**config.mk**
```make
export PLATFORM = sky130hd
export DESIGN_NAME = seg_display_arbiter
export DESIGN_NICKNAME = d
export VERILOG_FILES = /design/src/rtl/seg_arb_pkg.sv /design/src/rtl/hold_timer.sv /design/src/rtl/seg_display_arbiter.sv
export SDC_FILE = /design/constraint.sdc
export NUM_CORES = 1
export LEC_CHECK = 0
export ABC_CLOCK_PERIOD_IN_PS = 4800
export BUFFER_PORTS_ARGS = -buffer_cell sky130_fd_sc_hd__buf_4
export CAP_MARGIN = 20
export CORE_ASPECT_RATIO = 1.5
export CORE_UTILIZATION = 45
export DETAILED_ROUTE_END_ITERATION = 7
export HOLD_SLACK_MARGIN = 0.06
export MAX_ROUTING_LAYER = met4
export PLACE_DENSITY = 0.72
export SETUP_SLACK_MARGIN = 0.02
export SLEW_MARGIN = 20
export SYNTH_ARGS = -nofsm -noshare
export SYNTH_HDL_FRONTEND = slang
export SYNTH_SLANG_ARGS = --single-unit
```
**constraint.sdc**
```tcl
create_clock -name CLK -period 4.8 [get_ports CLK]
set_input_delay 1.2 -clock CLK [delete_from_list [all_inputs] [get_ports CLK]]
set_output_delay 1.2 -clock CLK [all_outputs]
set_load 0.01 [all_outputs]
```
**src/rtl/seg_arb_pkg.sv**
```systemverilog
// Shared types, constants and helpers for the 7-segment display arbiter.
package seg_arb_pkg;

   localparam int NUM_REQ = 3;
   localparam int IDX_W   = 2;

   typedef enum logic [0:0] {
      ST_IDLE = 1'b0,
      ST_HOLD = 1'b1
   } arb_state_e;

   typedef logic [IDX_W-1:0] req_idx_t;

   // Requester whose successor gets first priority after reset (requester 0).
   localparam req_idx_t LAST_RESET = 2'd2;

   // Decimal-point pattern lit for each granted source.
   localparam logic [3:0] DOT_REQ0 = 4'b0001;
   localparam logic [3:0] DOT_REQ1 = 4'b0010;
   localparam logic [3:0] DOT_REQ2 = 4'b0100;
   localparam logic [3:0] DOT_NONE = 4'b0000;

   function automatic logic [3:0] dot_code(input req_idx_t idx);
      case (idx)
         2'd0:    dot_code = DOT_REQ0;
         2'd1:    dot_code = DOT_REQ1;
         2'd2:    dot_code = DOT_REQ2;
         default: dot_code = DOT_NONE;
      endcase
   endfunction

   function automatic logic [NUM_REQ-1:0] onehot(input req_idx_t idx);
      case (idx)
         2'd0:    onehot = 3'b001;
         2'd1:    onehot = 3'b010;
         2'd2:    onehot = 3'b100;
         default: onehot = 3'b000;
      endcase
   endfunction

   // Successor index modulo NUM_REQ.
   function automatic req_idx_t next_idx(input req_idx_t idx);
      if (idx == 2'd2) begin
         next_idx = 2'd0;
      end else begin
         next_idx = idx + 2'd1;
      end
   endfunction

   // Round-robin pick: search starts just after 'last'; 'last' itself has lowest priority.
   function automatic req_idx_t rr_pick(input logic [NUM_REQ-1:0] req, input req_idx_t last);
      req_idx_t c1;
      req_idx_t c2;
      c1 = next_idx(last);
      c2 = next_idx(c1);
      if (req[c1]) begin
         rr_pick = c1;
      end else if (req[c2]) begin
         rr_pick = c2;
      end else begin
         rr_pick = last;
      end
   endfunction

endpackage

```
**src/rtl/hold_timer.sv**
```systemverilog
// Minimum-grant-length counter: clears on a new grant, counts HOLD cycles, saturates.
module hold_timer #(
   parameter int HOLD_TICKS = 100000000
) (
   input  logic clk_i,
   input  logic rst_i,
   input  logic clear_i,
   input  logic enable_i,
   output logic sat_o
);

   localparam int CNT_W = (HOLD_TICKS > 2) ? $clog2(HOLD_TICKS) : 1;
   localparam logic [CNT_W-1:0] CNT_MAX = CNT_W'(HOLD_TICKS - 1);

   logic [CNT_W-1:0] cnt_q;
   logic [CNT_W-1:0] cnt_d;

   // Next count: clear wins over enable; stop at CNT_MAX.
   always_comb begin
      cnt_d = cnt_q;
      if (clear_i) begin
         cnt_d = CNT_W'(0);
      end else if (enable_i && (cnt_q != CNT_MAX)) begin
         cnt_d = cnt_q + CNT_W'(1);
      end else begin
         cnt_d = cnt_q;
      end
   end

   // Counter register with asynchronous reset.
   always_ff @(posedge clk_i or posedge rst_i) begin
      if (rst_i) begin
         cnt_q <= CNT_W'(0);
      end else begin
         cnt_q <= cnt_d;
      end
   end

   assign sat_o = (cnt_q == CNT_MAX);

endmodule

```
**src/rtl/seg_display_arbiter.sv**
```systemverilog
// Round-robin arbiter sharing one 4-digit display between three value sources.
module seg_display_arbiter
   import seg_arb_pkg::*;
#(
   parameter int HOLD_TICKS  = 100000000,
   parameter int VALUE_WIDTH = 16
) (
   input  logic                   CLK,
   input  logic                   RESET,
   input  logic [NUM_REQ-1:0]     REQ_IN,
   input  logic [VALUE_WIDTH-1:0] VALUE0_IN,
   input  logic [VALUE_WIDTH-1:0] VALUE1_IN,
   input  logic [VALUE_WIDTH-1:0] VALUE2_IN,
   output logic [NUM_REQ-1:0]     GNT_OUT,
   output logic [VALUE_WIDTH-1:0] VALUE_OUT,
   output logic [3:0]             DOT_OUT,
   output logic                   BUSY_OUT
);

   arb_state_e             state_q, state_d;
   req_idx_t               owner_q, owner_d;   // current owner / last granted
   logic [NUM_REQ-1:0]     gnt_q, gnt_d;
   logic [3:0]             dot_q, dot_d;
   logic                   busy_q, busy_d;
   logic [VALUE_WIDTH-1:0] value_q, value_d;

   logic                   tmr_clear_s;
   logic                   tmr_enable_s;
   logic                   tmr_sat_s;
   logic [NUM_REQ-1:0]     others_s;
   logic [VALUE_WIDTH-1:0] value_sel_s;

   hold_timer #(
      .HOLD_TICKS (HOLD_TICKS)
   ) u_hold_timer (
      .clk_i    (CLK),
      .rst_i    (RESET),
      .clear_i  (tmr_clear_s),
      .enable_i (tmr_enable_s),
      .sat_o    (tmr_sat_s)
   );

   // Next-state and grant decision.
   always_comb begin
      state_d      = state_q;
      owner_d      = owner_q;
      tmr_clear_s  = 1'b0;
      tmr_enable_s = 1'b0;
      others_s     = REQ_IN & ~gnt_q;
      case (state_q)
         ST_IDLE: begin
            if (|REQ_IN) begin
               state_d     = ST_HOLD;
               owner_d     = rr_pick(REQ_IN, owner_q);
               tmr_clear_s = 1'b1;
            end else begin
               state_d = ST_IDLE;
            end
         end
         ST_HOLD: begin
            if (!REQ_IN[owner_q]) begin
               // Owner released: plain re-arbitration among whoever is left.
               if (|REQ_IN) begin
                  owner_d     = rr_pick(REQ_IN, owner_q);
                  tmr_clear_s = 1'b1;
               end else begin
                  state_d = ST_IDLE;
               end
            end else if (tmr_sat_s) begin
               // Minimum time served: yield to any competitor, else keep holding.
               if (|others_s) begin
                  owner_d     = rr_pick(others_s, owner_q);
                  tmr_clear_s = 1'b1;
               end else begin
                  tmr_enable_s = 1'b1;
               end
            end else begin
               tmr_enable_s = 1'b1;
            end
         end
         default: begin
            state_d = ST_IDLE;
         end
      endcase
   end

   // Source value for whoever owns the display after this edge.
   always_comb begin
      value_sel_s = value_q;
      case (owner_d)
         2'd0:    value_sel_s = VALUE0_IN;
         2'd1:    value_sel_s = VALUE1_IN;
         2'd2:    value_sel_s = VALUE2_IN;
         default: value_sel_s = value_q;
      endcase
   end

   // Output next values; idle clears the indicators but keeps the last value shown.
   always_comb begin
      gnt_d   = 3'b000;
      dot_d   = DOT_NONE;
      busy_d  = 1'b0;
      value_d = value_q;
      if (state_d == ST_HOLD) begin
         gnt_d   = onehot(owner_d);
         dot_d   = dot_code(owner_d);
         busy_d  = 1'b1;
         value_d = value_sel_s;
      end else begin
         value_d = value_q;
      end
   end

   // State and registered outputs with asynchronous reset.
   always_ff @(posedge CLK or posedge RESET) begin
      if (RESET) begin
         state_q <= ST_IDLE;
         owner_q <= LAST_RESET;
         gnt_q   <= 3'b000;
         dot_q   <= DOT_NONE;
         busy_q  <= 1'b0;
         value_q <= {VALUE_WIDTH{1'b0}};
      end else begin
         state_q <= state_d;
         owner_q <= owner_d;
         gnt_q   <= gnt_d;
         dot_q   <= dot_d;
         busy_q  <= busy_d;
         value_q <= value_d;
      end
   end

   assign GNT_OUT   = gnt_q;
   assign DOT_OUT   = dot_q;
   assign BUSY_OUT  = busy_q;
   assign VALUE_OUT = value_q;

endmodule

```
# --- Word-level counts from Yosys, hierarchy flattened ---
# Cells that the tools add are included.
word_totals:
  ff_bits: 54
  out_inout_bits: 24
op_classes:
  magnitude_cmp: 7
  muxes: 66
  bitwise_logic: 3
  addsub: 5
  n_reduce_logical: 7
  n_eq_ne: 8
ops:
  columns: ["cell", "n"]
  rows:
  - ["2-to-1 mux 2 bit", 32]
  - ["2-to-1 mux 27 bit", 2]
  - ["case mux 16 bit (3 select lines)", 1]
  - ["adder 27 x 1 -> 27 bit, second input constant", 1]
  - ["== test 27 bit, second input constant", 1]
  - ["inequality test 27 bit, second input constant", 1]
  - ["less-than comparator 2 x 3 -> 1 bit, second input constant", 7]
  - ["case mux 3 bit (3 select lines)", 2]
  - ["2-to-1 mux 1 bit", 17]
  - ["binary-select mux 1 bit (select 2 bit)", 7]
  - ["== test 2 bit, second input constant", 5]
  - ["adder 2 x 1 -> 2 bit, second input constant", 4]
  - ["2-to-1 mux 3 bit", 2]
  - ["OR reduction 3 bit", 2]
  - ["case mux 1 bit (2 select lines)", 2]
  - ["case mux 2 bit (2 select lines)", 1]
  - ["AND 3 bit", 1]
  - ["NOT 3 bit", 1]
  - ["nonzero test 3 bit", 1]
  - ["== test 2 x 1 -> 1 bit, second input constant", 1]
  - ["zero test 2 bit", 1]
  - ["AND reduction 2 bit", 1]
  - ["nonzero test 2 bit", 1]
  - ["logical AND 1 bit", 1]
  - ["NOT 1 bit", 1]

# --- Logic depth before layout (Yosys ltp) ---
# Gate-level depths: netlist (run 1).
logic_depth:
  ltp_word: 24
  mapped_depth: 14
  mapped_depth_nobuf: 11

# --- Modules after synthesis ---
# Synthesis (run 1) repeated with hierarchy kept, for this count alone.
unflattened:
  cells_unflattened: 320
  area_unflattened_um2: 2866.5
modules_own_cells:
  columns: ["module", "instances", "area_each_um2", "seq_area_each_um2", "cells_each"]
  rows:
  - ["hold_timer", 1, 1458.9, 675.6, 155]
  - ["seg_display_arbiter", 1, 1407.6, 551.8, 165]

# --- Worst setup path after synthesis (run 1) ---
# OpenSTA, ideal clock, no wires.
synth_timing:
  path_type: "flip-flop to flip-flop"
  from: "register u_hold_timer.cnt_q[9]"
  to: "register value_q[10] (netlist: VALUE_OUT[10])"
  path_stages_with_launch: 13
  path_slack_ps: 1397
  period_less_slack_ps: 3403
  arrival_time_ps: 3320
  required_time_ps: 4717
  n_path_buf: 2
  cell_sequence: "dfrtp_1 > or4_4 > or4_4 > o41a_1 > a211o_1 > o21ai_0 > ha_1 > clkbuf_1 > clkbuf_1 > a22oi_1 > nor2_1 > a21oi_1 > o21ai_0"
synth_via:
  elab_chain_len: 7
synth_lines:
  columns: ["item", "line_no", "source"]
  rows:
  - ["from (decl)", "hold_timer.sv:15", "logic [CNT_W-1:0] cnt_q;"]
  - ["from (signal assigned)", "hold_timer.sv:35", "cnt_q <= cnt_d;"]
  - ["== test 27 bit (*)", "hold_timer.sv:39", "assign sat_o = (cnt_q == CNT_MAX);"]
  - ["2-to-1 mux 2 bit (*)", "seg_display_arbiter.sv:69", "end else if (tmr_sat_s) begin"]
  - ["2-to-1 mux 2 bit (*)", "seg_display_arbiter.sv:61", "if (!REQ_IN[owner_q]) begin"]
  - ["case mux 2 bit (2 select lines) (*)", "seg_display_arbiter.sv:50", "case (state_q)"]
  - ["named net owner_d[1]", "seg_display_arbiter.sv:21", "req_idx_t owner_q, owner_d;"]
  - ["== test 2 bit (tied with other cells)", "seg_display_arbiter.sv:90", "case (owner_d)"]
  - ["nonzero test 3 bit (no source line)", null, null]
  - ["AND reduction 2 bit (no source line)", null, null]
  - ["to (signal assigned)", "seg_display_arbiter.sv:122", "value_q <= {VALUE_WIDTH{1'b0}};"]
  - ["to (signal assigned)", "seg_display_arbiter.sv:129", "value_q <= value_d;"]
  - ["to (decl)", "seg_display_arbiter.sv:25", "logic [VALUE_WIDTH-1:0] value_q, value_d;"]
# Mark *: on every way through the listed nets, which the timed path passes. The rest lies on a longest branch.
# A chain may end at the register's enable or synchronous reset.

# --- Final worst setup path (run 1) ---
layout_timing:
  from: "register u_hold_timer.cnt_q[9]"
  to: "register value_q[3] (netlist: VALUE_OUT[3])"
# The elaborated chain is that of the path after synthesis.

==> results of run 1 <==
==> worst reg2reg max path, delay by kind of cell, from the launching register on <==
family	cells	cell delay (ps)
AO/OA/AOI/OAI	5	1110
adder cells (fa/ha/maj)	1	750
AND/OR/NAND/NOR	3	1230
flip-flops	1	410
==> path summary, 6_finish.rpt <==
kind / depth (start not counted) / start / to / slack, ps
worst max register to register: 9 / u_hold_timer.cnt_q[9] / VALUE_OUT[3] / 1170
max in group asynchronous: 2 / RESET / u_hold_timer.cnt_q[24] / 3260
worst max-delay path: 9 / u_hold_timer.cnt_q[9] / VALUE_OUT[3] / 1170
worst min-delay path: 2 / VALUE_OUT[12] / VALUE_OUT[12] / 490
min in group asynchronous: 2 / RESET / VALUE_OUT[4] / 1020
worst min register to register: 2 / VALUE_OUT[12] / VALUE_OUT[12] / 490
==> report_power, final <==
part	internal [W]	leakage [nW]	switching (W)
sequential	0.000506	0.648	0.0000679
combinational	0.000319	0.751	0.000431
clock	0.000101	0.0450	0.000136
==> cells by family after synthesis <==
logic type | share of synthesized area (%)
AND/OR/NAND/NOR | 22.4
other | 0.132
AO/OA/AOI/OAI | 25.8
flip-flops | 43.1
buffers and inverters | 5.01
XOR/XNOR | 0.924
multiplexers | 0.396
adder cells (fa/ha/maj) | 2.20
==> flip-flops by register name, summed over array words and instances, names as in the netlist <==
register	count
GNT_OUT	3
VALUE_OUT	16
owner_q	2
BUSY_OUT	1
u_hold_timer.cnt_q	27
==> layout by cell type (no fill, tap or decap), types with 2 or more instances in the layout <==
cell type / count
a211o_1: 2
a21oi_1: 43
a22oi_1: 16
buf_4: 78
clkbuf_8: 5
clkinv_2: 3
dfrtp_1: 48
ha_1: 5
inv_1: 7
nand2_1: 24
nand2b_1: 5
nand3_1: 14
nand4_1: 7
nor2_1: 24
nor2b_1: 4
nor3_1: 3
nor4_1: 3
o211ai_1: 2
o21a_1: 2
o21ai_0: 31
o31a_1: 2
o31ai_1: 14
or3_1: 11
or4_1: 14
or4_4: 2
xnor2_1: 2
==> routing by layer <==
layer	global-route usage (%)	wire [microns]	up-vias
li1	-	-	1340
met1	25.9	2770	1305
met2	40.2	3550	84
met3	3.33	290	11
met4	9.98	146	0
met5	-	0	-
==> per-stage QoR <==
stage	cells	total power, W	cell area [sq um]	setup WS [ps]
final	465	0.00156	3490	1170
after global routing	465	0.00170	3490	897
after CTS	465	0.00158	3490	1150
after detailed placement	457	0.00134	3410	1130
after global placement	457	0.00132	3410	1210
after floorplan	329	0.00109	2850	1400
==> layout make-up <==
type,instances,area (sq um)
clock buffer,6,72.6
clock inverter,2,10.0
fill,576,2640
inverter,8,31.3
multi-input combinational,248,1480
sequential,49,1230
tap,74,92.6
timing repair buffer,78,586
==> metrics.txt, run 1 <==
status=complete, no violations; initial DRC count=84; post-route clock skew=5.04 ps; Slew Viols, Final=0; Post-synth EDFFs=0; top-area cell type share of the netlist area=42.2%; Num CTS Buffers=5; GR Overflow Total=0; Pleak=1.44 nW; CTS tree=done; GRT Util Overall=23.2%; clock sinks=49; vias per inst=5.89; Synth warnings=0; Synth area leaders=dfrtp_1 (42%), a21oi_1 (7.6%), o21ai_0 (5.5%); Seq cells post-synth=49; die area=6650 sq um; synth cell count leaders=dfrtp_1 (48), a21oi_1 (43), o21ai_0 (31), nand2_1 (24), nor2_1 (24); CP Launch Type=flip-flop; DR WL/cell=14.5 microns; CTS Buffer Depth=2; Mapped Avg Cell Area=8.65 sq um; I/O pin count=77; Clock transition at path regs=90 ps; Hold Crit Class=flip-flop to flip-flop; max-cap violations=0; Final #Nets=448; crit path DAT=3800 ps; ys async rst share=100%; via count=2,740; period utilization=75.7%; clock insertion delay at the later pin of the skew report=300 ps; final core occ=57.0%; syn_nets=387; PD cells=447 nW/um^2; gpl congestion=0.921; Slew @ Worst Pin=896 ps; Root Driver=clkbuf_8; Slew headroom=40.1%; cells after synthesis=329; Mapped Area=2850 sq um; slowest cell delay on critical path=750 ps; Max Clock Freq=0.275 GHz; Crit Path Class=flip-flop to flip-flop; # rows=35; drt pass-1 iters=4; CP cell instances=or4_4 > or4_4 > o41a_1 > a211o_1 > o21ai_0 > ha_1 > nor2_1 > a21oi_1 > o21ai_0; crit-path max FO=32; crit path buf inv count=0; Antenna Violating Nets Remaining=0; sequential cell area fraction in the yosys report=43.1%; maximum VDD drop=0.000395 V; synth unique cells=44; antenna cells=0; Core ar.=6130 sq um; first-pass GRT wire length=11,600 microns; H-tree Lvls=2; Worst path slowest cell=ha_1; chip width=66.9 microns; Finish-stage setup viols=0; antenna violations before repair=0; setup bufs post-CTS=0; post-CTS resize count=0; largest area contributor in the netlist=dfrtp_1; Die H=99.4 microns; Worst EP required=4970 ps; top-count cell post-synth=dfrtp_1; Post-synth top flop=dfrtp_1; pin count of the biggest net entering global routing=50; detailed placement HPWL=4970 microns; final hold vios=0; vias in the first global route=2,617; DRT Wirelength=6760 microns; Hold Slack=488 ps; Tmin final=3630 ps; CP delay by family, top=simple AND/OR/NAND/NOR gates; layout cells sized above 1=24.3%; Hold-fix buffers, CTS=0; area delta synth->final=22.8%; RSZ-0062 raised after global routing=no; Port Buffers=75; Post-route DRC=0; Initial Util=46.4%; Worst setup EP type=flip-flop; Sum Neg Setup Slack=0 ps
No activity file was read; power rests on OpenSTA's default activity.
==> inputs of run 2 (changes only) <==
--- a/config.mk
+++ b/config.mk
@@ -5,7 +5,7 @@
 export SDC_FILE = /design/constraint.sdc
 export NUM_CORES = 1
 export LEC_CHECK = 0
-export ABC_CLOCK_PERIOD_IN_PS = 4800
+export ABC_CLOCK_PERIOD_IN_PS = 3140
 export BUFFER_PORTS_ARGS = -buffer_cell sky130_fd_sc_hd__buf_4
 export CAP_MARGIN = 20
 export CORE_ASPECT_RATIO = 1.5
@@ -13,7 +13,7 @@
 export DETAILED_ROUTE_END_ITERATION = 7
 export HOLD_SLACK_MARGIN = 0.06
 export MAX_ROUTING_LAYER = met4
-export PLACE_DENSITY = 0.72
+export PLACE_DENSITY = 0.75
 export SETUP_SLACK_MARGIN = 0.02
 export SLEW_MARGIN = 20
 export SYNTH_ARGS = -nofsm -noshare
==> constraint.sdc (replaced) <==
create_clock -name CLK -period 3.14 [get_ports CLK]
set_input_delay 0.785 -clock CLK [delete_from_list [all_inputs] [get_ports CLK]]
set_output_delay 0.785 -clock CLK [all_outputs]
set_load 0.01 [all_outputs]
==> run 2 against run 1 <==
Effect of this change:
- count of clock-buffer cells in the layout shrank 1
- register-to-register slack lost 1200 ps
- largest power group unchanged
- total power grew 92%
- setup slack lost 1200 ps
- critical path type unchanged
- critical endpoint is now VALUE_OUT[8]
- sequential share of layout area shrank 3.8 points
==> metrics.txt, run 2 (same netlist as run 1, synthesis figures left out) <==
Clock Power Share=17.6% (was 15.2%); Hold Path Cell Cnt=2 (unchanged); Core ar.=6130 sq um (unchanged); max-cap violations=0 (unchanged); gpl congestion=0.878 (was 0.921); DP Worst Slack=-112 ps (was 1130 ps); final worst slack=0.203 ps (was 1170 ps); beginning of the worst register-to-register path=u_hold_timer.cnt_q[25] (was u_hold_timer.cnt_q[9]); dpl cells=475 (was 457); commonest non-fill, non-tap cell in the layout=buf_4 (unchanged); period utilization=100% (was 75.7%); vias in the first global route=2,733 (was 2,617); Hold Slack=481 ps (was 488 ps); CTS Buffer Depth=2 (unchanged); Slew Viols, Final=0 (unchanged); antenna violations before repair=0 (unchanged); Reg2Reg Setup Slack=0.2 ps (was 1170 ps); Antenna Violating Nets Remaining=0 (unchanged); max FFs per register=27 (unchanged); drt pass-1 iters=6 (was 4); # rows=35 (unchanged); worst r2r path cells=11 (was 9); RSZ-0062 raised after global routing=yes (was no); Worst setup EP type=flip-flop (unchanged); via count=2,862 (was 2,740); vias per inst=5.83 (was 5.89); first-pass GRT wire length=12,000 microns (was 11,600 microns); DRT Wirelength=7530 microns (was 6760 microns); Post-route DRC=0 (unchanged); Post-DP Area=3590 sq um (was 3410 sq um); hold path start=VALUE_OUT[1] (was VALUE_OUT[12]); final hold vios=0 (unchanged); die area=6650 sq um (unchanged); Slew @ Worst Pin=616 ps (was 896 ps); Tmin final=3140 ps (was 3630 ps); Clock transition at path regs=90 ps (about the same); PD cells=765 nW/um^2 (was 447 nW/um^2); initial DRC count=155 (was 84); Sum Neg Setup Slack=0 ps (unchanged); Sw Ratio=37.5% (was 40.7%); GRT Util Overall=24.2% (was 23.2%); CP Launch Type=flip-flop (unchanged); antenna cells=0 (unchanged); Finish-stage setup viols=0 (unchanged); Reg-to-Reg End=VALUE_OUT[8] (was VALUE_OUT[3]); Num CTS Buffers=5 (unchanged); commonest non-fill, non-tap cells in the layout=buf_4 (98), dfrtp_1 (48), a21oi_1 (42) (was buf_4 (78), dfrtp_1 (48), a21oi_1 (43)); crit path DAT=3330 ps (was 3800 ps); pin count of the biggest net entering global routing=50 (unchanged); layout cells sized above 1=33.3% (was 24.3%); Crit Path Class=flip-flop to flip-flop (unchanged); Sw Pwr=0.00112 W (was 0.000635 W); Worst EP required=3330 ps (was 4970 ps); Pleak=1.63 nW (was 1.44 nW); Root Driver=clkbuf_8 (unchanged); status=complete, no violations (unchanged); DR WL/cell=15.3 microns (was 14.5 microns); Slew headroom=58.9% (was 40.1%); CTS tree=done (unchanged); design area=3910 sq um (was 3490 sq um); Max Clock Freq=0.318 GHz (was 0.275 GHz); area delta synth->final=37.5% (was 22.8%); Hold Crit Endpoint=VALUE_OUT[1] (was VALUE_OUT[12]); post-route clock skew=5.08 ps (was 5.04 ps); Final Non-Filler Cells=491 (was 465); GR Overflow Total=0 (unchanged); Port Buffers=75 (unchanged); Final #Nets=474 (was 448); combinational fraction of design power=53.2% (was 48.1%); Hold Crit Class=flip-flop to flip-flop (unchanged); chip width=66.9 microns (unchanged); Top reg by flops=u_hold_timer.cnt_q (unchanged); Die H=99.4 microns (unchanged); sequential share of power=29.2% (was 36.7%); clock insertion delay at the later pin of the skew report=300 ps (about the same); I/O pin count=77 (unchanged); clock sinks=49 (unchanged); maximum VDD drop=0.000730 V (was 0.000395 V); Initial Util=46.4% (unchanged); detailed placement HPWL=5270 microns (was 4970 microns); crit-path max FO=6 (was 32); Internal Pwr Total=0.00187 W (was 0.000926 W); H-tree Lvls=2 (unchanged)
## run 2: cell count changes in the layout (fill, tap and decap cells not counted), sizes merged
cell | before | now
buf | 78 | 103
bufinv | 0 | 2
clkinv | 3 | 1
inv | 7 | 8
## run 2: routing by layer
layer | wire (microns) | global-route usage [%] | vias up
met2 | 4020 | 40.2 | 110
met5 | 0 | - | -
met4 | 162 | 10.8 | 0
met1 | 2970 | 27.3 | 1345
met3 | 385 | 5.05 | 15
li1 | - | - | 1392
## run 2: area by class of cell
cell class,count,area (sq um)
clock buffers,5,68.8
repair buffers,104,852
well taps,74,92.6
clock inverters,3,65.1
multi-input cells,248,1580
flip-flops and latches,49,1230
inverters,8,30.0
fillers,532,2220
## run 2: worst max-delay path by stage
| stage | from | endpoint |
|---|---|---|
| finish | u_hold_timer.cnt_q[25] | VALUE_OUT[8] |
| global route | u_hold_timer.cnt_q[25] | VALUE_OUT[8] |
| CTS | u_hold_timer.cnt_q[25] | VALUE_OUT[4] |
| detailed placement | u_hold_timer.cnt_q[25] | VALUE_OUT[4] |
| global placement | u_hold_timer.cnt_q[25] | VALUE_OUT[4] |
| floorplan | u_hold_timer.cnt_q[25] | VALUE_OUT[3] |
## run 2: stage by stage
stage,utilization [%],total power (W)
finish,63.8,0.00299
global route,63.8,0.00321
CTS,61.0,0.00273
detailed placement,58.6,0.00217
global placement,58.6,0.00214
floorplan,-,0.00171
## run 2: repair_timing
action / CTS / global route
buffers inserted: 0 / 7
endpoints found under the setup margin: 16 / 16
gates cloned: 0 / 1
hold buffers: 0 / 0
gates resized for setup: 4 / 19
pin swaps: 1 / 0
## run 2: critical path, cell delays in order (launching register included)
cell and delay [ps]:
dfrtp_1 390, or4b_4 540, or4_4 560, o41a_1 330, a211o_1 270, o21a_1 160
ha_4 200, buf_12 130, a22oi_1 190, nor2_1 60, a21oi_1 120, o21ai_0 90
## run 2: power by group through the flow
stage                     Combinational (W)  Clock [W]  Sequential (W)
after floorplan                    0.000799          0        0.000908
after global placement              0.00126          0        0.000876
after detailed placement            0.00129          0        0.000883
after CTS                           0.00132   0.000541        0.000871
after global routing                0.00175   0.000562        0.000891
final                               0.00159   0.000527        0.000874
